`src/rtl/forwarding_unit_p_if.sv`:
```
// forwarding_unit_p_if: EX-stage operand/forwarding bus; master = pipeline side, slave = forwarding unit
//   inputs to the unit : ex_* instruction fields, stage_result (slice k = stage k), flush, hold
//   outputs of the unit: op_a, op_b, fwd_src_a, fwd_src_b, stall, stall_cnt
interface forwarding_unit_p_if #(
    parameter int DATA_W = 32,
    parameter int REG_AW = 5,
    parameter int STAGES = 2,
    parameter int CNT_W  = 16
);
    logic                     ex_valid;
    logic [REG_AW-1:0]        ex_rs;
    logic [REG_AW-1:0]        ex_rt;
    logic                     ex_use_rs;
    logic                     ex_use_rt;
    logic                     ex_imm_sel;
    logic [DATA_W-1:0]        ex_a;
    logic [DATA_W-1:0]        ex_b;
    logic [DATA_W-1:0]        ex_imm;
    logic                     ex_wr_en;
    logic [REG_AW-1:0]        ex_wr_reg;
    logic                     ex_is_load;
    logic [STAGES*DATA_W-1:0] stage_result;
    logic                     flush;
    logic                     hold;
    logic [DATA_W-1:0]        op_a;
    logic [DATA_W-1:0]        op_b;
    logic [2:0]               fwd_src_a;
    logic [2:0]               fwd_src_b;
    logic                     stall;
    logic [CNT_W-1:0]         stall_cnt;
    modport master (
        output ex_valid, ex_rs, ex_rt, ex_use_rs, ex_use_rt, ex_imm_sel, ex_a, ex_b, ex_imm,
               ex_wr_en, ex_wr_reg, ex_is_load, stage_result, flush, hold,
        input  op_a, op_b, fwd_src_a, fwd_src_b, stall, stall_cnt
    );
    modport slave (
        input  ex_valid, ex_rs, ex_rt, ex_use_rs, ex_use_rt, ex_imm_sel, ex_a, ex_b, ex_imm,
               ex_wr_en, ex_wr_reg, ex_is_load, stage_result, flush, hold,
        output op_a, op_b, fwd_src_a, fwd_src_b, stall, stall_cnt
    );
endinterface

```
`src/rtl/forwarding_unit_p.sv`:
```
// forwarding_unit_p: EX operand forwarding + load-use stall detection with saturating stall counter
//   clk   : rising-edge clock
//   rst_n : asynchronous active-low reset (clears in-flight tags and stall_cnt)
//   bus   : forwarding_unit_p_if.slave (EX fields and stage results in, operands/stall out)
module forwarding_unit_p #(
    parameter int DATA_W   = 32,
    parameter int REG_AW   = 5,
    parameter int STAGES   = 2,
    parameter int LOAD_LAT = 1,
    parameter int CNT_W    = 16
) (
    input logic                  clk,
    input logic                  rst_n,
    forwarding_unit_p_if.slave   bus
);
    logic [STAGES-1:0] vld;
    logic [STAGES-1:0] ld;
    logic [REG_AW-1:0] dst [STAGES];
    logic [CNT_W-1:0]  cnt;
    logic [DATA_W-1:0] da, db;
    logic [2:0]        sa, sb;
    logic              pa, pb, stall;
    // scanning oldest to youngest lets the youngest match overwrite older ones
    always_comb begin
        da = bus.ex_a;
        db = bus.ex_b;
        sa = '0;
        sb = '0;
        pa = 1'b0;
        pb = 1'b0;
        for (int k = STAGES - 1; k >= 0; k--) begin
            if (vld[k] && dst[k] == bus.ex_rs && bus.ex_rs != '0 && bus.ex_use_rs && bus.ex_valid) begin
                da = bus.stage_result[k*DATA_W +: DATA_W];
                sa = 3'(k + 1);
                pa = ld[k] && (k < LOAD_LAT);
            end
            if (vld[k] && dst[k] == bus.ex_rt && bus.ex_rt != '0 && bus.ex_use_rt && bus.ex_valid) begin
                db = bus.stage_result[k*DATA_W +: DATA_W];
                sb = 3'(k + 1);
                pb = ld[k] && (k < LOAD_LAT);
            end
        end
    end
    assign stall         = (pa | pb) & ~bus.flush;
    assign bus.stall     = stall;
    assign bus.op_a      = da;
    assign bus.op_b      = bus.ex_imm_sel ? bus.ex_imm : db;
    assign bus.fwd_src_a = sa;
    assign bus.fwd_src_b = bus.ex_imm_sel ? 3'd0 : sb;
    assign bus.stall_cnt = cnt;
    always_ff @(posedge clk or negedge rst_n) begin
        if (!rst_n) begin
            vld <= '0;
            ld  <= '0;
            cnt <= '0;
            for (int k = 0; k < STAGES; k++) dst[k] <= '0;
        end else if (!bus.hold) begin
            // flushed or stalled instruction enters the pipe as a bubble
            vld[0] <= ~(bus.flush | stall) & bus.ex_valid & bus.ex_wr_en & (bus.ex_wr_reg != '0);
            ld[0]  <= bus.ex_is_load;
            dst[0] <= bus.ex_wr_reg;
            for (int k = 1; k < STAGES; k++) begin
                vld[k] <= vld[k-1];
                ld[k]  <= ld[k-1];
                dst[k] <= dst[k-1];
            end
            if (stall && cnt != '1) cnt <= cnt + CNT_W'(1);
        end
    end
endmodule

```
`src/flat_wrapper.sv`:
```
// flat-port wrapper written by rule: the top's interface ports become plain ports
module forwarding_unit_p_flat 
#(
    parameter int DATA_W   = 32,
    parameter int REG_AW   = 5,
    parameter int STAGES   = 2,
    parameter int LOAD_LAT = 1,
    parameter int CNT_W    = 16
)
  (clk, rst_n, bus_ex_valid, bus_ex_rs, bus_ex_rt, bus_ex_use_rs, bus_ex_use_rt, bus_ex_imm_sel, bus_ex_a, bus_ex_b, bus_ex_imm, bus_ex_wr_en, bus_ex_wr_reg, bus_ex_is_load, bus_stage_result, bus_flush, bus_hold, bus_op_a, bus_op_b, bus_fwd_src_a, bus_fwd_src_b, bus_stall, bus_stall_cnt);
  forwarding_unit_p_if #(.DATA_W(DATA_W), .REG_AW(REG_AW), .STAGES(STAGES), .CNT_W(CNT_W)) bus_i ();
  input logic clk;
  input logic rst_n;
  input wire logic [$bits(bus_i.ex_valid)-1:0] bus_ex_valid;
  input wire logic [$bits(bus_i.ex_rs)-1:0] bus_ex_rs;
  input wire logic [$bits(bus_i.ex_rt)-1:0] bus_ex_rt;
  input wire logic [$bits(bus_i.ex_use_rs)-1:0] bus_ex_use_rs;
  input wire logic [$bits(bus_i.ex_use_rt)-1:0] bus_ex_use_rt;
  input wire logic [$bits(bus_i.ex_imm_sel)-1:0] bus_ex_imm_sel;
  input wire logic [$bits(bus_i.ex_a)-1:0] bus_ex_a;
  input wire logic [$bits(bus_i.ex_b)-1:0] bus_ex_b;
  input wire logic [$bits(bus_i.ex_imm)-1:0] bus_ex_imm;
  input wire logic [$bits(bus_i.ex_wr_en)-1:0] bus_ex_wr_en;
  input wire logic [$bits(bus_i.ex_wr_reg)-1:0] bus_ex_wr_reg;
  input wire logic [$bits(bus_i.ex_is_load)-1:0] bus_ex_is_load;
  input wire logic [$bits(bus_i.stage_result)-1:0] bus_stage_result;
  input wire logic [$bits(bus_i.flush)-1:0] bus_flush;
  input wire logic [$bits(bus_i.hold)-1:0] bus_hold;
  output wire logic [$bits(bus_i.op_a)-1:0] bus_op_a;
  output wire logic [$bits(bus_i.op_b)-1:0] bus_op_b;
  output wire logic [$bits(bus_i.fwd_src_a)-1:0] bus_fwd_src_a;
  output wire logic [$bits(bus_i.fwd_src_b)-1:0] bus_fwd_src_b;
  output wire logic [$bits(bus_i.stall)-1:0] bus_stall;
  output wire logic [$bits(bus_i.stall_cnt)-1:0] bus_stall_cnt;
  assign bus_i.ex_valid = bus_ex_valid;
  assign bus_i.ex_rs = bus_ex_rs;
  assign bus_i.ex_rt = bus_ex_rt;
  assign bus_i.ex_use_rs = bus_ex_use_rs;
  assign bus_i.ex_use_rt = bus_ex_use_rt;
  assign bus_i.ex_imm_sel = bus_ex_imm_sel;
  assign bus_i.ex_a = bus_ex_a;
  assign bus_i.ex_b = bus_ex_b;
  assign bus_i.ex_imm = bus_ex_imm;
  assign bus_i.ex_wr_en = bus_ex_wr_en;
  assign bus_i.ex_wr_reg = bus_ex_wr_reg;
  assign bus_i.ex_is_load = bus_ex_is_load;
  assign bus_i.stage_result = bus_stage_result;
  assign bus_i.flush = bus_flush;
  assign bus_i.hold = bus_hold;
  assign bus_op_a = bus_i.op_a;
  assign bus_op_b = bus_i.op_b;
  assign bus_fwd_src_a = bus_i.fwd_src_a;
  assign bus_fwd_src_b = bus_i.fwd_src_b;
  assign bus_stall = bus_i.stall;
  assign bus_stall_cnt = bus_i.stall_cnt;
  forwarding_unit_p #(.DATA_W(DATA_W), .REG_AW(REG_AW), .STAGES(STAGES), .LOAD_LAT(LOAD_LAT), .CNT_W(CNT_W)) u_core (.clk(clk), .rst_n(rst_n), .bus(bus_i));
endmodule
```
`config.mk`:
```
export PLATFORM = sky130hd
export DESIGN_NAME = forwarding_unit_p_flat
export DESIGN_NICKNAME = d
export VERILOG_FILES = /design/src/rtl/forwarding_unit_p_if.sv /design/src/rtl/forwarding_unit_p.sv /design/src/flat_wrapper.sv
export SDC_FILE = /design/constraint.sdc
export NUM_CORES = 1
export LEC_CHECK = 0
export CAP_MARGIN = 20
export CORE_ASPECT_RATIO = 1.5
export CORE_MARGIN = 2
export CORE_UTILIZATION = 32
export DETAILED_ROUTE_END_ITERATION = 8
export PLACE_DENSITY = 0.83
export SKIP_CTS_REPAIR_TIMING = 1
export SLEW_MARGIN = 20
export SYNTH_ARGS = -nofsm -noshare
export SYNTH_HDL_FRONTEND = slang
export SYNTH_SLANG_ARGS = --single-unit
export TNS_END_PERCENT = 100
```
`constraint.sdc`:
```
create_clock -name clk -period 2 [get_ports clk]
set_input_delay 0.2 -clock clk [delete_from_list [all_inputs] [get_ports clk]]
set_output_delay 0.2 -clock clk [all_outputs]
set_load 0.02 [all_outputs]
```
-- Word level (Yosys, flattened, before mapping)
Cells that the tools add are included.
- register bits after elaboration: 29
- input bits: 185
- output and inout port bits: 87
- logic and storage cells: 53
- $add $sub $neg: 1
- equality and inequality tests: 5
- muxes and demuxes: 12
- bitwise gates (word level): 9
- reduce and logical (&&, ||, !) cells: 21
- operators with widths (kind ; number):
    two-way mux 32 bit ; 5
    == test 5 bit ; 4
    logical AND 1 bit ; 17
    adder 16 x 1 -> 16 bit, second input constant ; 1
    != test 16 bit, second input constant ; 1
    nonzero test 5 bit ; 3
    two-way mux 2 bit ; 4
    AND 1 bit ; 4
    two-way mux 3 bit ; 1
    inverter 1 bit ; 3
    two-way mux 1 bit ; 2
    bitwise OR 1 bit ; 2
    AND reduction 2 bit ; 1

-- Logic depth before layout (Yosys ltp)
- word-level depth: 13
- gate-level depth with buffers: 9

-- Worst setup path after synthesis
Ideal clock, no wire load.
- path kind: register to output
- from: register u_core.dst[3] (netlist name)
- to: output port bus_op_b[19]
- arrival: 2.137 ns
- data required time: 1.800 ns
- path slack: -0.337 ns
- cell stages (with the launch flop): 8
- path buffers: 2
- path through: dfrtp_1 xor2_1 nor4_2 and3_1 buf_2 buf_6 a211oi_1 o31ai_1
- longest elaborated chain between the ends: 8
- ends and longest elaborated chain (element ; RTL line ; text):
    start, declared ; forwarding_unit_p.sv:18 ; logic [REG_AW-1:0] dst [STAGES];
    start signal, assigned by index ; forwarding_unit_p.sv:65 ; dst[k] <= dst[k-1];
    == test 5 bit ; forwarding_unit_p.sv:37 ; if (vld[k] && dst[k] == bus.ex_rt && bus.ex_rt != '0 && bus.ex_use_rt && bus.ex_valid) begin
    logical AND 1 bit (4 in a row) ; forwarding_unit_p.sv:37 ;
    two-way mux 32 bit (2 in a row) ; forwarding_unit_p.sv:37 ;
    two-way mux 32 bit ; forwarding_unit_p.sv:47 ; assign bus.op_b = bus.ex_imm_sel ? bus.ex_imm : db;
    end, declared ; flat_wrapper.sv:30 ; output wire logic [$bits(bus_i.op_b)-1:0] bus_op_b;
No other way between the ends.

-- Worst setup path after layout
- from: register u_core.dst[4] (netlist name)
- to: output port bus_op_b[12]
The elaborated chain is that of the path after synthesis.

==> impl_metrics.json <==
{
  "status": "finished with violations",
  "violations": "setup timing",
  "grt_usage_pct": 27.3,
  "drive_gt1_share_pct": 45.7,
  "ir_drop_uv": 665,
  "vias": 5743,
  "synth-edff-count": 0,
  "worstHoldPathType": "in -> async",
  "grt_max_degree": 31,
  "required_ns": 1.80,
  "slew_headroom_pct": 64.3,
  "reg2reg_from": "u_core.dst[5]",
  "synthTopCellsByArea": "dfrtp_1, mux2i_1, nand2_1",
  "period_share_pct": 127,
  "wl_per_cell_um": 24.7,
  "grt_pass1_wl_um": 27400,
  "async_flop_share_pct": 100,
  "synth_warnings": 0,
  "grt_pass1_vias": 5373,
  "syn-cell-area_sq_um": 3760,
  "crit_path_top_delay_cell": "dfrtp_1",
  "first_iter_violations": 362,
  "crit_family": "simple AND/OR/NAND/NOR gates",
  "drc": 0,
  "synth-main-ff-cell": "dfrtp_1",
  "synth_top_area_cell": "dfrtp_1",
  "maxCapViolCount": 0,
  "setup_violations": 86,
  "design_area_sq_um": 9360,
  "numPortBuffers": 269,
  "crit_path_start_kind": "register",
  "wl_um": 24100,
  "numCtsBuffers": 5,
  "p_leak_nw": 3.71,
  "core_area_sq_um": 11500,
  "critPathBufInv": 3,
  "die_w_um": 92.5,
  "power_density_nw_per_um2": 331,
  "hold_violations": 0,
  "initial_utilization_pct": 32.8,
  "period_needed_ns": 2.55,
  "place_area_sq_um": 7730,
  "fin_cells": 978,
  "htreeDepth": 2,
  "grt-ovfl-total": 0,
  "cts_sinks": 29,
  "ys_top_cells_by_count": "nand2_1, nor2_1, o21ai_1",
  "tightest_slew_ns": 0.522,
  "r2r_cells": 10,
  "cp.arrival_ns": 2.35,
  "antenna_cells": 0,
  "grt_antenna_before_repair": 0,
  "placed_cells": 933,
  "path_clk_slew_ns": 0.05,
  "synth_top_cell_area_share_pct": 19.3,
  "path_max_fanout": 7,
  "avgSynthCellArea_sq_um": 7.63,
  "cts_tree": "built",
  "clockBufferDepth": 2,
  "yosysUniqueCellTypes": 49,
  "drt_first_pass_iters": 5,
  "yosysMostFrequentCell": "nand2_1",
  "io_pins": 272,
  "rows": 48,
  "clk_latency_ns": 0.29,
  "viasPerCell": 5.87,
  "syn_to_final_growth_pct": 149,
  "final_antenna_net_count": 0,
  "r2r_setup_slack_ns": -0.30,
  "rsz0062_at_grt": "yes",
  "hpwlAfterDp_um": 14500,
  "path_cells": "buf_4, xor2_1, nor4_4, and3_4, buf_12, a211oi_4, o31ai_4, buf_6",
  "fin_util_pct": 81.6,
  "ys_ff_latch": 29,
  "nets": 1013,
  "dieArea_sq_um": 12700,
  "skew_ns": 0.00935,
  "end_kind": "primary output",
  "rr_endpoint": "u_core.bus.stall_cnt[14]",
  "setup_slack_ns": -0.548,
  "die_h_um": 137,
  "slowest_delay_ns": 0.40,
  "synth.yosys.seq_area_share_pct": 19.3,
  "gp_congestion": 0.907,
  "fmax_mhz": 393,
  "worst-setup-path-type": "reg -> out",
  "cts_root_buf": "clkbuf_16",
  "synth_cells": 493,
  "slew_violations": 0
}
metal layers:
metal	track usage [%]	wire (um)	vias up
met5	0	0	-
li1	-	-	2448
met4	14.5	1740	0
met3	5.23	1960	137
met2	51.3	12400	374
met1	28.3	8000	2784
worst max path at each step:
| stage | start | endpoint | slack [ns] | cells after the start |
|---|---|---|---|---|
| 3_3_place_gp | bus_ex_rs[1] | bus_op_a[13] | -0.98 | 8 |
| 6_report | u_core.dst[4] | bus_op_b[12] | -0.55 | 8 |
| 5_1_grt | u_core.dst[3] | bus_op_b[12] | -0.59 | 8 |
| 3_5_place_dp | bus_ex_rs[1] | bus_op_a[13] | -1.07 | 8 |
| 2_1_floorplan | u_core.dst[6] | bus_op_a[0] | -0.04 | 9 |
| 4_1_cts | bus_ex_rs[1] | bus_op_a[13] | -1.08 | 8 |
sequential cells by signal, indices dropped and copies added, names as in the netlist:
signal                count
u_core.ld                 1
u_core.vld                2
u_core.dst               10
u_core.bus.stall_cnt     16
where the power goes:
group          internal, W  leakage [nW]  switching [W]  total [W]
Sequential        0.000620         0.375      0.0000374   0.000658
Combinational     0.000831          3.25       0.000721    0.00155
Clock             0.000620        0.0841       0.000268   0.000888
Total              0.00207          3.71        0.00103    0.00310
final cells by class:
cell class | count | area (sq um)
timing repair buffer | 374 | 4090
inverter | 33 | 136
clock inverter | 1 | 30.0
fill | 624 | 2110
sequential | 29 | 731
multi-input combinational | 383 | 4040
timing repair inverter | 1 | 11.3
clock buffer | 7 | 143
tap | 150 | 188
stage by stage:
step                      hold WS, ns  worst slack, ns  TNS, ns  power, W
final                           0.299           -0.548   -34.34   0.00310
after global routing            0.338           -0.595   -38.88   0.00320
after CTS                       0.306            -1.08   -75.17   0.00286
after detailed placement        0.480            -1.07   -79.18   0.00197
after global placement          0.478           -0.984   -73.61   0.00194
after floorplan               -0.0956          -0.0351    -1.83   0.00121
logic make-up after synthesis:
family / count (synthesis) / share of synthesized area [%]
xor+xnor: 35 / 8.15
flops: 29 / 19.3
compound gates: 155 / 31.6
simple gates: 145 / 17.4
buf+inv: 82 / 10.7
fa+ha+maj: 1 / 0.333
mux: 45 / 12.4
other cells: 1 / 0.0997
cells in the final DEF, fill, tap and decap left out, types with 3 or more instances in the layout:
| cell type | netlist | routed |
|---|---|---|
| a31oi_1 | 32 | 29 |
| xnor2_2 | 0 | 6 |
| buf_6 | 7 | 79 |
| nand2_4 | 0 | 5 |
| a211oi_2 | 17 | 3 |
| clkbuf_16 | 0 | 17 |
| nor2_1 | 36 | 30 |
| nor3_1 | 3 | 3 |
| nand2_2 | 0 | 7 |
| mux2i_2 | 0 | 11 |
| nand4_1 | 6 | 6 |
| a2111oi_0 | 3 | 3 |
| nand2_1 | 75 | 63 |
| o2111ai_4 | 0 | 3 |
| o21ai_2 | 5 | 30 |
| dlymetal6s2s_1 | 0 | 9 |
| o31ai_2 | 0 | 3 |
| inv_1 | 32 | 32 |
| o21ai_4 | 0 | 7 |
| buf_12 | 0 | 18 |
| xor2_1 | 11 | 9 |
| o31ai_4 | 0 | 29 |
| mux2_2 | 12 | 12 |
| clkdlybuf4s50_1 | 0 | 189 |
| nand3_1 | 5 | 5 |
| buf_4 | 9 | 61 |
| and3_1 | 4 | 3 |
| mux2i_4 | 0 | 13 |
| dfrtp_1 | 29 | 25 |
| and4_1 | 3 | 3 |
| dfrtp_2 | 0 | 4 |
| a211oi_4 | 0 | 30 |
| xnor2_1 | 24 | 18 |
| nor2_2 | 0 | 6 |
| mux2i_1 | 32 | 8 |
| a31oi_2 | 0 | 3 |
No activity file was read; power rests on OpenSTA's default activity.
